===== src/rtl/ifetch_pkg.sv =====
// ----------------------------------------------------------------------------
// ifetch_pkg
//   Shared definitions for the instruction-fetch controller: width defaults,
//   the IF/ID bubble word and the fetch FSM state encoding.
// ----------------------------------------------------------------------------
package ifetch_pkg;

    localparam int          ADDR_W_DEF   = 32;
    localparam int          DATA_W_DEF   = 32;
    localparam logic [31:0] NOP_WORD_DEF = 32'h0000_0000;

    // IDLE  : waiting for the CPU run enable
    // ISSUE : latch the PC, request goes out next cycle
    // WAIT  : request outstanding, result still wanted
    // HELD  : response parked in the hold buffer while decode is stalled
    // DROP  : request outstanding, result squashed by a flush
    typedef enum logic [2:0] {
        ST_IDLE  = 3'd0,
        ST_ISSUE = 3'd1,
        ST_WAIT  = 3'd2,
        ST_HELD  = 3'd3,
        ST_DROP  = 3'd4
    } state_t;

endpackage


===== src/rtl/ifetch_ctrl_if.sv =====
// ----------------------------------------------------------------------------
// ifetch_ctrl_if
//   Instruction-memory read channel (req/ack).
//     req  : read request, held until ack
//     addr : read address, stable while req is high
//     ack  : read complete, data valid in this cycle
//     data : instruction word
//   master : fetch controller side
//   slave  : instruction memory side
// ----------------------------------------------------------------------------
interface ifetch_ctrl_if
    import ifetch_pkg::*;
#(
    parameter int ADDR_W = ADDR_W_DEF,
    parameter int DATA_W = DATA_W_DEF
) ();

    logic              req;
    logic [ADDR_W-1:0] addr;
    logic              ack;
    logic [DATA_W-1:0] data;

    modport master (output req, addr, input  ack, data);
    modport slave  (input  req, addr, output ack, data);

endinterface


===== src/rtl/if_id_reg.sv =====
// ----------------------------------------------------------------------------
// if_id_reg
//   Generic pipeline register with flush > stall > load priority.
//     clk, rst_n     : clock, asynchronous active-low reset
//     flush          : replace contents with a bubble (NOP, tag 0, invalid)
//     stall          : hold data, tag and valid
//     load           : capture load_data/load_tag and mark valid
//     load_data/tag  : incoming payload and its tag (e.g. the PC)
//     data/tag/valid : register contents
//   With none of flush/stall/load active the payload is kept but valid
//   drops, so each load presents exactly one valid cycle downstream.
// ----------------------------------------------------------------------------
module if_id_reg #(
    parameter int               DATA_W = 32,
    parameter int               TAG_W  = 32,
    parameter logic [DATA_W-1:0] NOP   = '0
) (
    input  logic              clk,
    input  logic              rst_n,
    input  logic              flush,
    input  logic              stall,
    input  logic              load,
    input  logic [DATA_W-1:0] load_data,
    input  logic [TAG_W-1:0]  load_tag,
    output logic [DATA_W-1:0] data,
    output logic [TAG_W-1:0]  tag,
    output logic              valid
);

    always_ff @(posedge clk or negedge rst_n) begin
        if (!rst_n) begin
            data  <= NOP;
            tag   <= '0;
            valid <= 1'b0;
        end else if (flush) begin
            data  <= NOP;
            tag   <= '0;
            valid <= 1'b0;
        end else if (stall) begin
            data  <= data;
            tag   <= tag;
            valid <= valid;
        end else if (load) begin
            data  <= load_data;
            tag   <= load_tag;
            valid <= 1'b1;
        end else begin
            valid <= 1'b0;
        end
    end

endmodule


===== src/rtl/ifetch_ctrl.sv =====
// ----------------------------------------------------------------------------
// ifetch_ctrl
//   Instruction-fetch controller between the PC register and a
//   variable-latency instruction memory.
//     clk_i, rst_i  : clock, asynchronous active-low reset
//     start_i       : CPU run enable, only looked at in IDLE
//     pc_i          : PC register output, latched in ISSUE
//     flush_i       : branch/jump taken; squash fetch and IF/ID
//     stall_i       : decode stall; IF/ID holds
//     stall_o       : PC freeze request (combinational)
//     mem           : instruction memory read channel (master)
//     inst_o        : IF/ID instruction
//     inst_pc_o     : IF/ID PC of inst_o
//     inst_valid_o  : IF/ID holds a real instruction
//   A one-entry hold buffer parks a response that arrives while decode is
//   stalled. A flush with no ack outstanding moves to DROP so the late ack
//   of the squashed request is swallowed rather than loaded.
// ----------------------------------------------------------------------------
module ifetch_ctrl
    import ifetch_pkg::*;
#(
    parameter int                ADDR_W   = ADDR_W_DEF,
    parameter int                DATA_W   = DATA_W_DEF,
    parameter logic [DATA_W-1:0] NOP_WORD = DATA_W'(NOP_WORD_DEF)
) (
    input  logic              clk_i,
    input  logic              rst_i,
    input  logic              start_i,
    input  logic [ADDR_W-1:0] pc_i,
    input  logic              flush_i,
    input  logic              stall_i,
    output logic              stall_o,
    ifetch_ctrl_if.master     mem,
    output logic [DATA_W-1:0] inst_o,
    output logic [ADDR_W-1:0] inst_pc_o,
    output logic              inst_valid_o
);

    state_t            st, st_nxt;
    logic [ADDR_W-1:0] addr_q;
    logic [DATA_W-1:0] hold_data;
    logic              load;
    logic              capture;
    logic [DATA_W-1:0] load_data;

    // ---------------------------------------------------------------
    // State, fetch address and hold buffer
    // ---------------------------------------------------------------
    // addr_q only changes in ISSUE, so in HELD it still names the parked
    // word; the hold buffer therefore needs to store just the data.
    always_ff @(posedge clk_i or negedge rst_i) begin
        if (!rst_i) begin
            st        <= ST_IDLE;
            addr_q    <= '0;
            hold_data <= '0;
        end else begin
            st <= st_nxt;
            if (st == ST_ISSUE) addr_q    <= pc_i;
            if (capture)        hold_data <= mem.data;
        end
    end

    // ---------------------------------------------------------------
    // Next state, load/capture strobes and PC freeze
    // ---------------------------------------------------------------
    always_comb begin
        st_nxt  = st;
        load    = 1'b0;
        capture = 1'b0;
        stall_o = 1'b1;
        case (st)
            ST_IDLE: begin
                if (start_i) st_nxt = ST_ISSUE;
            end
            ST_ISSUE: begin
                // A flush here means pc_i is about to become the target;
                // re-latch it next cycle instead of fetching the old PC.
                if (!flush_i) st_nxt = ST_WAIT;
            end
            ST_WAIT: begin
                if (mem.ack) begin
                    if (flush_i) begin
                        st_nxt = ST_ISSUE;
                    end else if (stall_i) begin
                        capture = 1'b1;
                        st_nxt  = ST_HELD;
                    end else begin
                        load    = 1'b1;
                        stall_o = 1'b0;
                        st_nxt  = ST_ISSUE;
                    end
                end else if (flush_i) begin
                    st_nxt = ST_DROP;
                end
            end
            ST_HELD: begin
                if (flush_i) begin
                    st_nxt = ST_ISSUE;
                end else if (!stall_i) begin
                    load    = 1'b1;
                    stall_o = 1'b0;
                    st_nxt  = ST_ISSUE;
                end
            end
            ST_DROP: begin
                // Request must stay up until ack; the data is thrown away.
                if (mem.ack) st_nxt = ST_ISSUE;
            end
            default: begin
                st_nxt = ST_IDLE;
            end
        endcase
        // Let the PC take the branch target regardless of fetch state.
        if (flush_i) stall_o = 1'b0;
    end

    // ---------------------------------------------------------------
    // Memory channel
    // ---------------------------------------------------------------
    assign mem.req  = (st == ST_WAIT) || (st == ST_DROP);
    assign mem.addr = addr_q;

    assign load_data = (st == ST_HELD) ? hold_data : mem.data;

    // ---------------------------------------------------------------
    // IF/ID pipeline register
    // ---------------------------------------------------------------
    if_id_reg #(
        .DATA_W (DATA_W),
        .TAG_W  (ADDR_W),
        .NOP    (NOP_WORD)
    ) u_if_id (
        .clk       (clk_i),
        .rst_n     (rst_i),
        .flush     (flush_i),
        .stall     (stall_i),
        .load      (load),
        .load_data (load_data),
        .load_tag  (addr_q),
        .data      (inst_o),
        .tag       (inst_pc_o),
        .valid     (inst_valid_o)
    );

endmodule


===== src/flat_wrapper.sv =====
// flat-port wrapper written by rule: the top's interface ports become plain ports
module ifetch_ctrl_flat import ifetch_pkg::*;
#(
    parameter int                ADDR_W   = ADDR_W_DEF,
    parameter int                DATA_W   = DATA_W_DEF,
    parameter logic [DATA_W-1:0] NOP_WORD = DATA_W'(NOP_WORD_DEF)
)
  (clk_i, rst_i, start_i, pc_i, flush_i, stall_i, stall_o, inst_o, inst_pc_o, inst_valid_o, mem_req, mem_addr, mem_ack, mem_data);
  ifetch_ctrl_if #(.ADDR_W(ADDR_W), .DATA_W(DATA_W)) mem_i ();
  input  logic clk_i;
  input  logic rst_i;
  input  logic start_i;
  input  logic [ADDR_W-1:0] pc_i;
  input  logic flush_i;
  input  logic stall_i;
  output logic stall_o;
  output logic [DATA_W-1:0] inst_o;
  output logic [ADDR_W-1:0] inst_pc_o;
  output logic inst_valid_o;
  output wire logic [$bits(mem_i.req)-1:0] mem_req;
  output wire logic [$bits(mem_i.addr)-1:0] mem_addr;
  input wire logic [$bits(mem_i.ack)-1:0] mem_ack;
  input wire logic [$bits(mem_i.data)-1:0] mem_data;
  assign mem_req = mem_i.req;
  assign mem_addr = mem_i.addr;
  assign mem_i.ack = mem_ack;
  assign mem_i.data = mem_data;
  ifetch_ctrl #(.ADDR_W(ADDR_W), .DATA_W(DATA_W), .NOP_WORD(NOP_WORD)) u_core (.clk_i(clk_i), .rst_i(rst_i), .start_i(start_i), .pc_i(pc_i), .flush_i(flush_i), .stall_i(stall_i), .stall_o(stall_o), .mem(mem_i), .inst_o(inst_o), .inst_pc_o(inst_pc_o), .inst_valid_o(inst_valid_o));
endmodule

===== config.mk =====
export PLATFORM = sky130hd
export DESIGN_NAME = ifetch_ctrl_flat
export DESIGN_NICKNAME = d
export VERILOG_FILES = /design/src/rtl/ifetch_pkg.sv /design/src/rtl/ifetch_ctrl_if.sv /design/src/rtl/if_id_reg.sv /design/src/rtl/ifetch_ctrl.sv /design/src/flat_wrapper.sv
export SDC_FILE = /design/constraint.sdc
export NUM_CORES = 1
export LEC_CHECK = 0
export ABC_AREA = 1
export BUFFER_PORTS_ARGS = -buffer_cell sky130_fd_sc_hd__clkbuf_2
export CORE_MARGIN = 4
export CORE_UTILIZATION = 38
export CTS_BUF_LIST = sky130_fd_sc_hd__clkbuf_8
export CTS_CLUSTER_SIZE = 12
export DETAILED_ROUTE_END_ITERATION = 6
export GPL_TIMING_DRIVEN = 0
export REMOVE_ABC_BUFFERS = 1
export SLEW_MARGIN = 20
export SYNTH_ARGS = -nofsm -noshare
export SYNTH_HDL_FRONTEND = slang
export SYNTH_HIERARCHICAL = 1
export SYNTH_SLANG_ARGS = --single-unit

===== constraint.sdc =====
create_clock -name clk_i -period 4.7 [get_ports clk_i]
set_input_delay 0.94 -clock clk_i [delete_from_list [all_inputs] [get_ports clk_i]]
set_output_delay 0.94 -clock clk_i [all_outputs]
set_load 0.05 [all_outputs]

# ---- Yosys cells after proc, flatten, opt, wreduce, memory -nomap -nowiden
# Cells that the tools add are included.
dict set report totals {
  output_inout_bits 99
  ff_bits 132
  in_bits 70
  wordCells 52
}
dict set report classes {
  reduce_logical 5
  n_eq_ne 10
  n_mux 31
}
# op n
set ops {}
lappend ops {{32-bit 2-to-1 mux} 7}
lappend ops {{3-bit 2-to-1 mux} 8}
lappend ops {{3-bit one-hot mux with 5 select lines} 1}
lappend ops {{1-bit 2-to-1 mux} 12}
lappend ops {{2-bit inequality test, second input constant} 4}
lappend ops {{3-bit by 2-bit equality test with 1-bit output, second input constant} 2}
lappend ops {{3-bit inequality test, second input constant} 2}
lappend ops {{5-bit AND reduction} 1}
lappend ops {{1-bit one-hot mux with 2 select lines} 2}
lappend ops {{3-bit by 1-bit equality test with 1-bit output, second input constant} 1}
lappend ops {{3-bit equality test, second input constant} 1}
lappend ops {{3-bit logical NOT} 1}
lappend ops {{2-bit 2-to-1 mux} 1}
lappend ops {{2-bit AND reduction} 1}
lappend ops {{2-bit nonzero test} 1}
lappend ops {{1-bit logical OR} 1}

# ---- Longest topological paths before layout
# Gate-level depths: netlist (run 1).
dict set report logic_depth {
  depth_word 7
  depth_mapped 9
  ltp_nobuf 8
}

# ---- By module
# Netlist (run 1), hierarchy kept.
# module cells_per_inst instances area_per_inst_um2 seq_area_each_um2
set modules_own_cells {}
lappend modules_own_cells {if_id_reg 297 1 3253.1 1626.6}
lappend modules_own_cells {ifetch_ctrl 320 1 3027.9 1676.6}

# ---- Least setup slack after synthesis (run 1)
# Ideal clock, no wire load.
dict set report synth_timing {
  path_kind {input to output}
  from {input port mem_ack}
  to {output port stall_o}
  slack_ns 2.286
  n_path_buf 0
  t_arrival_ns 1.474
  required_time_ns 3.760
  cell_stages 3
  path_cell_list {nor2_1 o21ai_0 inv_1}
}
dict set report synth_via {
  elab_chain_len 3
}
# element line_no
set synth_rtl {}
lappend synth_rtl {{from (decl)} flat_wrapper.sv:22} ;# input wire logic [$bits(mem_i.ack)-1:0] mem_ack;
lappend synth_rtl {{1-bit 2-to-1 mux} ifetch_ctrl.sv:81} ;# if (mem.ack) begin
lappend synth_rtl {{1-bit one-hot mux with 2 select lines} ifetch_ctrl.sv:71} ;# case (st)
lappend synth_rtl {{1-bit 2-to-1 mux} ifetch_ctrl.sv:114} ;# if (flush_i) stall_o = 1'b0;
lappend synth_rtl {{to (decl)} flat_wrapper.sv:16} ;# output logic stall_o;
# No other way between the ends.

# ---- Worst setup path in the final report (run 1)
dict set report layout_timing {
  from {register u_core.st[1]}
  to {register u_core.u_if_id.tag[0]}
}
dict set report layout_via {
  elab_chain_len 4
  word_cells_on_any_way 5
  classes_between {eq/ne: 2; mux: 1; reduce/logical: 2}
}
# element line_no
set layout_rtl {}
lappend layout_rtl {{from (decl)} ifetch_ctrl.sv:39} ;# state_t st, st_nxt;
lappend layout_rtl {{from (signal assigned)} ifetch_ctrl.sv:57} ;# st <= st_nxt;
lappend layout_rtl {{3-bit by 2-bit equality test with 1-bit output} ifetch_ctrl.sv:71}
lappend layout_rtl {{1-bit one-hot mux with 2 select lines (*)} ifetch_ctrl.sv:71}
lappend layout_rtl {{net u_core.load} ifetch_ctrl.sv:42} ;# logic load;
lappend layout_rtl {{2-bit nonzero test (no line) (*)} n/a}
lappend layout_rtl {{2-bit AND reduction (no line) (*)} n/a}
lappend layout_rtl {{to (signal assigned)} if_id_reg.sv:41} ;# tag <= tag;
lappend layout_rtl {{to (signal assigned)} if_id_reg.sv:45} ;# tag <= load_tag;
lappend layout_rtl {{to (decl)} if_id_reg.sv:26} ;# output logic [TAG_W-1:0] tag,
# Mark *: on every way through the listed nets, which the timed path passes. The rest lies on a longest branch.
# A chain may end at the register's enable or synchronous reset.

==> results.cfg, run 1 <==
[timing]
worstMarginPinSlew_ps = 942
worst_hold_slack_ps = 498
report.final.setup_viol = 0
max_clock_freq_mhz = 355
finalCriticalPeriod_ps = 2820
fin_tns_setup_ps = 0
finalCritPeriodShare_pct = 59.9
hold_viol = 0
finClkSkew_ps = 8.27
number_of_slew_limit_violations_in_the_final_report = 0
slew_headroom_pct = 37.1
grt_setup_unrepaired = no

[synthesis]
dominantRegCellSynth = sky130_fd_sc_hd__dfrtp_1
postSynthCellCount = 617
flop_and_latch_count_out_of_synthesis = 132
synth_sequential_area_ratio_pct = 52.6
synth.top_cells.by_area = sky130_fd_sc_hd__dfrtp_1 53%, sky130_fd_sc_hd__nand3_2 8.1%, sky130_fd_sc_hd__nand2_1 6.6%
synth_warnings = 6
mappedNetlistArea_um2 = 6280
synth.largest_area_cell = sky130_fd_sc_hd__dfrtp_1
syn_area_cell_um2 = 10.2
synth_edf_count = 0
netlist-cell-type-count = 22
share_of_yosys_cell_area_claimed_by_the_top_area_cell_type_pct = 52.6
postSynth.asyncResetShare_pct = 100

[final_layout]
drive_above_1_share_pct = 38.5
nNetsFinal = 834
final_core_utilization_pct = 46.5
diodes_inserted = 0
layout-area-overhead-vs-synth_pct = 19.0
postLayoutCellArea_um2 = 7470
filler_cell_count = 1520
most_used_cells_in_the_layout_excluding_fill_and_tap_cells = 167 x sky130_fd_sc_hd__clkbuf_2, 132 x sky130_fd_sc_hd__dfrtp_1, 109 x sky130_fd_sc_hd__nand2_1
layout_commonest_cell = sky130_fd_sc_hd__clkbuf_2

[clock_tree]
post_cts_hold_buffer_count = 0
tritoncts_clock_tree = yes
cts_num_sinks = 132
clock_tree.buffer_depth = 2
cts_inserted_buffers = 17
ctsRootBufferMaster = sky130_fd_sc_hd__clkbuf_8
clock_latency_late_sink_ps = 440
ctsResizeCount = 0
post_cts_buffers = 0
h-tree-depth = 4
worst_setup_hold_path_clk_slew_ps = 70

[worst_hold_path]
hp-class = in -> async

[drt]
drt_drc_violations_left = 0
routed-via-count = 4946
drt_iter0_markers = 261
detail_route.vias_per_cell = 4.98
postRouteWirelength_mm = 15.1
drtAntennaViolNets = 0
length_of_the_first_detailed_routing_pass_in_iterations = 4
wire_per_inst_um = 15.2

[power]
power.density_cell_area_nw_per_um2 = 548
max-vdd-ir-drop_mv = 0.309
power_leakage_nw = 4.02

[floorplanning]
die_extent_in_x_um = 137
initial_core_util_pct = 39.1
fp.coreArea_um2 = 16100
num_rows = 46
floorplan.io_pins = 169
die_h_um = 137
die-area_um2 = 18700

[grt]
grt_first_pass_wirelength_mm = 24.5
gr-total-overflow = 0
grt_antenna_before_repair = 0
globalRouteTotalUtil_pct = 16.4
grt_pass1_vias = 5003
grt_start_max_net_pins = 80

[placed_design]
port_buffers = 168
gpl.final_weighted_congestion = 0.783
placement.cell_area_um2 = 7090
detailed_place_hpwl_mm = 9.97

[critical_path]
worstPathRequired_ps = 5030
cp_data_arrival_time_ps = 3140
crit_path_max_fanout = 36
critPathKind = reg -> reg
reg_to_reg_setup_timing_slack_ps = 1880
worstSetupStartpointType = flip-flop
reg2reg_depth = 11
end_kind = flip-flop

[status]
status = finished clean

[job]
max_cap_violations = 0
==> power breakdown <==
part / total (W) / internal [W] / switching, W
registers: 0.00159 / 0.00142 / 0.000170
clock network: 0.000941 / 0.000504 / 0.000438
logic: 0.00157 / 0.000458 / 0.00111
==> cell families after synthesis <==
logic type	Yosys count	synth area share (%)
AOI/OAI and AO/OA	69	5.50
buffers and inverters	95	10.6
DFF	132	52.6
muxes	32	5.74
and+or+nand+nor	289	25.6
==> sequential cells by signal, indices dropped and copies added (netlist names) <==
| name | cells |
|---|---|
| u_core/hold_data | 32 |
| u_core/mem.addr | 32 |
| u_core/st | 3 |
| u_core/u_if_id/data | 32 |
| u_core/u_if_id/tag | 32 |
| u_core/u_if_id/valid | 1 |
==> layer usage <==
layer / vias up / GRT usage [%] / wire length (µm)
li1: 2376 / - / -
met1: 2399 / 20.6 / 6550
met2: 146 / 26.8 / 7360
met3: 25 / 4.71 / 960
met4: 0 / 6.72 / 263
met5: - / 0 / 0
==> synthesized netlist by cell type (3+ instances only) <==
library cell               count
sky130_fd_sc_hd__nor2_1       41
sky130_fd_sc_hd__nand3_1      20
sky130_fd_sc_hd__dfrtp_1     132
sky130_fd_sc_hd__a21oi_1      33
sky130_fd_sc_hd__mux2_2       32
sky130_fd_sc_hd__o21ai_0      35
sky130_fd_sc_hd__nand4_1      64
sky130_fd_sc_hd__buf_6         6
sky130_fd_sc_hd__clkbuf_1      3
sky130_fd_sc_hd__nand2_1     110
sky130_fd_sc_hd__buf_4         8
sky130_fd_sc_hd__nand3_2      51
sky130_fd_sc_hd__inv_1        40
sky130_fd_sc_hd__inv_2         4
sky130_fd_sc_hd__buf_12       11
sky130_fd_sc_hd__buf_2        21
==> critical path: stages, from the launching register on <==
cell and delay [ps]:
sky130_fd_sc_hd__dfrtp_1 460, sky130_fd_sc_hd__inv_1 100, sky130_fd_sc_hd__nor2_1 150, sky130_fd_sc_hd__o21ai_0 160, sky130_fd_sc_hd__nor3_2 500, sky130_fd_sc_hd__buf_6 220
sky130_fd_sc_hd__buf_6 140, sky130_fd_sc_hd__buf_6 150, sky130_fd_sc_hd__nand2_4 270, sky130_fd_sc_hd__buf_12 360, sky130_fd_sc_hd__nand3_1 100, sky130_fd_sc_hd__nand2_1 50
==> per-stage QoR <==
step | power (W) | setup WS (ps) | std cells
floorplan | 0.00274 | -1960 | 566
global placement | 0.00312 | -6790 | 950
detailed placement | 0.00319 | 1550 | 961
CTS | 0.00415 | 1880 | 993
global route | 0.00433 | 1670 | 993
finish | 0.00410 | 1880 | 993
==> worst paths after layout <==
check,startpoint,to
worst max-delay path,u_core/st[1]$_DFFE_PN0P_,u_core/u_if_id/tag[0]$_DFFE_PN0P_
worst min-delay path,rst_i,u_core/u_if_id/data[27]$_DFFE_PN0P_
worst min register to register,u_core/hold_data[5]$_DFFE_PN0P_,u_core/hold_data[5]$_DFFE_PN0P_
worst max register to register,u_core/st[1]$_DFFE_PN0P_,u_core/u_if_id/tag[0]$_DFFE_PN0P_
max in group asynchronous,rst_i,u_core/mem.addr[11]$_DFFE_PN0N_
min in group clk_i,u_core/hold_data[5]$_DFFE_PN0P_,u_core/hold_data[5]$_DFFE_PN0P_
==> area by class of cell <==
class,instances,area [µm²],area share (%)
sequential,132,3300,44.2
tap,216,270,3.62
clock inverter,12,114,1.52
clock buffer,20,275,3.68
multi-input combinational,390,2330,31.1
timing repair buffer,179,1010,13.5
inverter,44,173,2.31
Power figures use the tool's default switching activity.
==> run 2, diff against run 1 <==
==> constraint.sdc (replaced) <==
create_clock -name clk_i -period 2.3 [get_ports clk_i]
set_input_delay 0.46 -clock clk_i [delete_from_list [all_inputs] [get_ports clk_i]]
set_output_delay 0.46 -clock clk_i [all_outputs]
set_load 0.05 [all_outputs]
==> run 2 against run 1 <==
  * Die area unchanged
  * Register-to-register slack worse by 1700 ps
  * Setup slack worse by 1800 ps
  * Critical path depth fell by 5
  * Cell area rose by 2.6%
  * Largest power group is now combinational logic
  * Highest routed layer unchanged
==> results.cfg, run 2 (same netlist as run 1, synthesis figures left out) <==
[clock_tree]
cts_inserted_buffers = 17
clock_latency_late_sink_ps = 440
tritoncts_clock_tree = yes
worst_setup_hold_path_clk_slew_ps = 80
cts_num_sinks = 132
clock_tree.buffer_depth = 2
h-tree-depth = 4
ctsRootBufferMaster = sky130_fd_sc_hd__clkbuf_8

[critical_path]
critPathKind = reg -> out
cp_data_arrival_time_ps = 1760
end_kind = primary output
critical_path.slowest_cell = sky130_fd_sc_hd__dfrtp_1
worstSetupStartpointType = flip-flop
worst_path_dominant_cell_family = buffers and inverters
critical-path-max-stage-delay_ps = 450
timing.critical_path.buf_inv = 3
crit_path_max_fanout = 6
worstPathRequired_ps = 1840
path_cells = inv_2 > nand3b_4 > nor2_1 > o21ai_0 > inv_1 > clkbuf_2

[drt]
drt_drc_violations_left = 0
drt_iter0_markers = 281
wire_per_inst_um = 15.9
drtAntennaViolNets = 0
detail_route.vias_per_cell = 5.04
routed-via-count = 5053
length_of_the_first_detailed_routing_pass_in_iterations = 4
postRouteWirelength_mm = 15.9

[final_layout]
most_used_cells_in_the_layout_excluding_fill_and_tap_cells = 167 x sky130_fd_sc_hd__clkbuf_2, 131 x sky130_fd_sc_hd__dfrtp_1, 109 x sky130_fd_sc_hd__nand2_1
multi_input_area_um2 = 2360
postLayoutCellArea_um2 = 7670
filler_cell_count = 1494
register_area_um2 = 3300
layout-area-overhead-vs-synth_pct = 22.2
drive_above_1_share_pct = 39.5
nNetsFinal = 844
diodes_inserted = 0
layout_commonest_cell = sky130_fd_sc_hd__clkbuf_2

[power]
power_leakage_nw = 4.11
max-vdd-ir-drop_mv = 0.635
power.density_cell_area_nw_per_um2 = 1100
total_power_w = 0.00844

[grt]
grt_start_max_net_pins = 80
grt_first_pass_wirelength_mm = 25.3
grt_antenna_before_repair = 0
globalRouteTotalUtil_pct = 17.1
grt_pass1_vias = 5032
gr-total-overflow = 0

[worst_hold_path]
hp-class = in -> async

[floorplanning]
initial_core_util_pct = 39.1
fp.coreArea_um2 = 16100
die_h_um = 137
num_rows = 46
die-area_um2 = 18700
floorplan.io_pins = 169
die_extent_in_x_um = 137

[job]
max_cap_violations = 0

[placed_design]
detailed_place_hpwl_mm = 9.97
gpl.final_weighted_congestion = 0.783
port_buffers = 168
placement.setup.worst_slack_ps = -502
placement.cell_area_um2 = 7090

[timing]
hold_viol = 0
finalCritPeriodShare_pct = 96.3
fin_tns_setup_ps = 0
number_of_slew_limit_violations_in_the_final_report = 0
worstMarginPinSlew_ps = 949
slew_headroom_pct = 36.6
finClkSkew_ps = 11.4
report.final.setup_viol = 0
worst_slack_ps = 84.5
finalCriticalPeriod_ps = 2220
max_clock_freq_mhz = 451

[status]
status = finished clean
==> run 2: layer usage <==
layer / track usage, % / wire length, µm / vias up / part of all wire [%]
met4: 6.72 / 221 / 0 / 1.4
met5: 0 / 0 / - / 0
met3: 4.63 / 968 / 20 / 6.1
met1: 21.6 / 6830 / 2475 / 43
met2: 28.0 / 7930 / 151 / 50
li1: - / - / 2407 / -
==> run 2: worst register-to-register path: stages (launching register included) <==
cell	delay, ps
sky130_fd_sc_hd__dfrtp_2	420
sky130_fd_sc_hd__inv_1	80
sky130_fd_sc_hd__nor2_1	190
sky130_fd_sc_hd__o21ai_2	120
sky130_fd_sc_hd__nor3_4	200
sky130_fd_sc_hd__buf_6	160
sky130_fd_sc_hd__buf_6	140
sky130_fd_sc_hd__buf_6	180
sky130_fd_sc_hd__nand2_8	160
sky130_fd_sc_hd__clkbuf_16	280
sky130_fd_sc_hd__nand3_2	60
sky130_fd_sc_hd__nand2_1	70
==> run 2: power breakdown <==
group          total, W  leakage [nW]  switching (W)  internal [W]
registers       0.00325          1.64       0.000349       0.00290
logic           0.00326          2.27        0.00229      0.000970
clock network   0.00193         0.204       0.000897       0.00103
==> run 2: final cells by class <==
type	count	area share, %
inverter	44	2.25
clock inverter	12	1.48
sequential	132	43.1
multi-input combinational	391	30.7
tap	216	3.52
timing repair buffer	188	15.4
clock buffer	20	3.59
==> run 2: stage by stage <==
stage | utilization [%] | hold slack (ps) | std cells
5_1_grt | 47.8 | 57.7 | 1003
2_1_floorplan | - | 164 | 566
4_1_cts | 47.2 | 23.5 | 997
6_report | 47.8 | 23.1 | 1003
3_3_place_gp | 42.9 | 491 | 950
3_5_place_dp | 44.1 | 495 | 961
==> run 2: worst paths after layout <==
kind                       cells after the start                                  end                             from  slack [ps]
setup / recovery                               6                              stall_o         u_core/st[2]$_DFFE_PN0P_          80
hold / removal                                 1  u_core/u_if_id/data[27]$_DFFE_PN0P_                            rst_i          20
max in group asynchronous                      2   u_core/u_if_id/tag[29]$_DFFE_PN0P_                            rst_i        1560
min in group clk_i                             2      u_core/mem.addr[14]$_DFFE_PN0N_                         pc_i[14]         250
setup reg to reg                              11   u_core/u_if_id/data[1]$_DFFE_PN0P_         u_core/st[1]$_DFFE_PN0P_         140
hold reg to reg                                2      u_core/hold_data[5]$_DFFE_PN0P_  u_core/hold_data[5]$_DFFE_PN0P_         510
==> run 2: repair_timing <==
| item | CTS | global route |
|---|---|---|
| endpoints found under the setup margin | 65 | 35 |
| hold buffers | 0 | 0 |
| pin swaps | 1 | 0 |
| gates resized for setup | 6 | 2 |
| buffers inserted | 1 | 3 |
| gates cloned | 3 | 3 |
==> run 3, diff against run 2 <==
--- a/config.mk
+++ b/config.mk
@@ -8,7 +8,7 @@
 export ABC_AREA = 1
 export BUFFER_PORTS_ARGS = -buffer_cell sky130_fd_sc_hd__clkbuf_2
 export CORE_MARGIN = 4
-export CORE_UTILIZATION = 38
+export CORE_UTILIZATION = 30
 export CTS_BUF_LIST = sky130_fd_sc_hd__clkbuf_8
 export CTS_CLUSTER_SIZE = 12
 export DETAILED_ROUTE_END_ITERATION = 6
==> run 3 against run 2 <==
  * Routed wire length up 4.9%
  * Fmax up 4.1%
  * Cell area up 0.15%
  * Largest cell class unchanged
  * Largest power group is now sequential cells
  * Highest routed layer unchanged
==> results.cfg, run 3 (same netlist as run 1, synthesis figures left out) <==
[status]
status = finished clean

[critical_path]
worstSetupStartpointType = flip-flop
crit_path_max_fanout = 6
end_kind = primary output
cp_data_arrival_time_ps = 1670
critPathKind = reg -> out
worstPathRequired_ps = 1840
reg_to_reg_setup_timing_slack_ps = 170
reg2reg_to = u_core/u_if_id/data[6]$_DFFE_PN0P_
reg2reg_depth = 9
crit-reg2reg-launch = u_core/st[1]$_DFFE_PN0P_

[grt]
grt_first_pass_wirelength_mm = 26.9
grt_start_max_net_pins = 79
globalRouteTotalUtil_pct = 14.4
grt_antenna_before_repair = 0
gr-total-overflow = 0
grt_pass1_vias = 4679

[clock_tree]
clock_tree.buffer_depth = 2
h-tree-depth = 4
cts_num_sinks = 132
clock_latency_late_sink_ps = 430
ctsRootBufferMaster = sky130_fd_sc_hd__clkbuf_8
worst_setup_hold_path_clk_slew_ps = 80
cts_inserted_buffers = 17
tritoncts_clock_tree = yes

[final_layout]
filler_cell_count = 2126
drive_above_1_share_pct = 38.7
nNetsFinal = 838
postLayoutCellArea_um2 = 7680
most_used_cells_in_the_layout_excluding_fill_and_tap_cells = 166 x sky130_fd_sc_hd__clkbuf_2, 131 x sky130_fd_sc_hd__dfrtp_1, 109 x sky130_fd_sc_hd__nand2_1
layout_commonest_cell = sky130_fd_sc_hd__clkbuf_2
diodes_inserted = 0
layout-area-overhead-vs-synth_pct = 22.3

[drt]
routed-via-count = 4917
length_of_the_first_detailed_routing_pass_in_iterations = 4
detail_route.vias_per_cell = 4.68
top_layer_used_by_detailed_routing = met4
wirelength_met1_mm = 7.55
drt_iter0_markers = 252
route.met2.wl_mm = 8.13
wl_met3_um = 855
postRouteWirelength_mm = 16.7
drtAntennaViolNets = 0
wire_per_inst_um = 15.9
drt_drc_violations_left = 0

[job]
max_cap_violations = 0

[timing]
number_of_slew_limit_violations_in_the_final_report = 0
fin_tns_setup_ps = 0
finalCriticalPeriod_ps = 2130
hold_viol = 0
max_clock_freq_mhz = 470
finClkSkew_ps = 9.83
report.final.setup_viol = 0
worst_slack_ps = 171
finalCritPeriodShare_pct = 92.6
grt_setup_unrepaired = no
worstMarginPinSlew_ps = 994
slew_headroom_pct = 33.7

[worst_hold_path]
timing.hold.worst_endpoint = u_core/mem.addr[6]$_DFFE_PN0N_
min_delay_path_depth = 2
hp-class = in -> reg
hp-start = pc_i[6]

[floorplanning]
die_h_um = 153
die_extent_in_x_um = 153
die-area_um2 = 23300
num_rows = 52
floorplan.io_pins = 169
fp.coreArea_um2 = 20400
initial_core_util_pct = 30.7

[power]
max-vdd-ir-drop_mv = 0.528
total_power_w = 0.00849
power_leakage_nw = 4.09
power.density_cell_area_nw_per_um2 = 1110

[placed_design]
port_buffers = 168
placement.setup.worst_slack_ps = -599
gpl.final_weighted_congestion = 0.726
placement.cell_area_um2 = 7150
detailed_place_hpwl_mm = 10.4
[run 3: cell count changes in the layout (fill, tap and decap cells not counted), moves of 2 or more]
cell / delta
sky130_fd_sc_hd__buf_6: -4
sky130_fd_sc_hd__clkbuf_16: -2
sky130_fd_sc_hd__buf_4: -2
sky130_fd_sc_hd__clkbuf_8: -2
[run 3: metrics by stage]
step | utilization, % | hold WS [ps] | cells
floorplan | - | 164 | 566
global placement | 34.1 | 491 | 1004
detailed placement | 35.0 | 406 | 1014
CTS | 37.6 | 206 | 1050
global route | 37.6 | 214 | 1050
finish | 37.6 | 254 | 1050
[run 3: timing repair]
action | 4_1_cts | 5_1_grt
hold buffers | 1 | 0
buffers inserted | 1 | 0
pin swaps | 1 | 0
setup endpoints to repair | 65 | 12
gates cloned | 4 | 0
endpoints found under the hold margin | 40 | 0
gates resized for setup | 5 | 4
[run 3: critical path, cell delays in order, from the launching register on]
cell	delay, ps
sky130_fd_sc_hd__dfrtp_1	440
sky130_fd_sc_hd__inv_2	110
sky130_fd_sc_hd__nand3b_4	90
sky130_fd_sc_hd__nor2_1	170
sky130_fd_sc_hd__o21ai_0	120
sky130_fd_sc_hd__inv_1	60
sky130_fd_sc_hd__buf_2	250
[run 3: area by class of cell]
class | instances | area (µm²) | area share (%)
multi-input cells | 391 | 2360 | 30.7
clock inverters | 13 | 144 | 1.87
repair buffers | 182 | 1120 | 14.6
clock buffers | 18 | 248 | 3.22
flip-flops and latches | 132 | 3300 | 43.0
inverters | 44 | 173 | 2.25
well taps | 270 | 338 | 4.40
[run 3: layer usage]
| layer | vias to the layer above | track usage (%) |
|---|---|---|
| li1 | 2401 | - |
| met4 | 0 | 4.20 |
| met1 | 2371 | 19.6 |
| met5 | - | 0 |
| met3 | 11 | 3.46 |
| met2 | 134 | 23.1 |
[run 3: where the power goes]
part	internal [W]	switching (W)	total, W
Sequential	0.00290	0.000347	0.00325
Clock	0.00108	0.000927	0.00200
Combinational	0.000962	0.00228	0.00324
Total	0.00494	0.00355	0.00849
[run 3: how the worst max path moves through the flow]
stage	to	startpoint	slack, ps
after global routing	stall_o	u_core/st[2]$_DFFE_PN0P_	1
final	stall_o	u_core/st[2]$_DFFE_PN0P_	170
after global placement	u_core/u_if_id/valid$_DFFE_PN0P_	u_core/st[1]$_DFFE_PN0P_	-9290
after floorplan	u_core/u_if_id/valid$_DFFE_PN0P_	u_core/st[1]$_DFFE_PN0P_	-4030
after CTS	u_core/u_if_id/tag[22]$_DFFE_PN0P_	u_core/st[1]$_DFFE_PN0P_	60
after detailed placement	u_core/u_if_id/data[26]$_DFFE_PN0P_	u_core/st[1]$_DFFE_PN0P_	-600
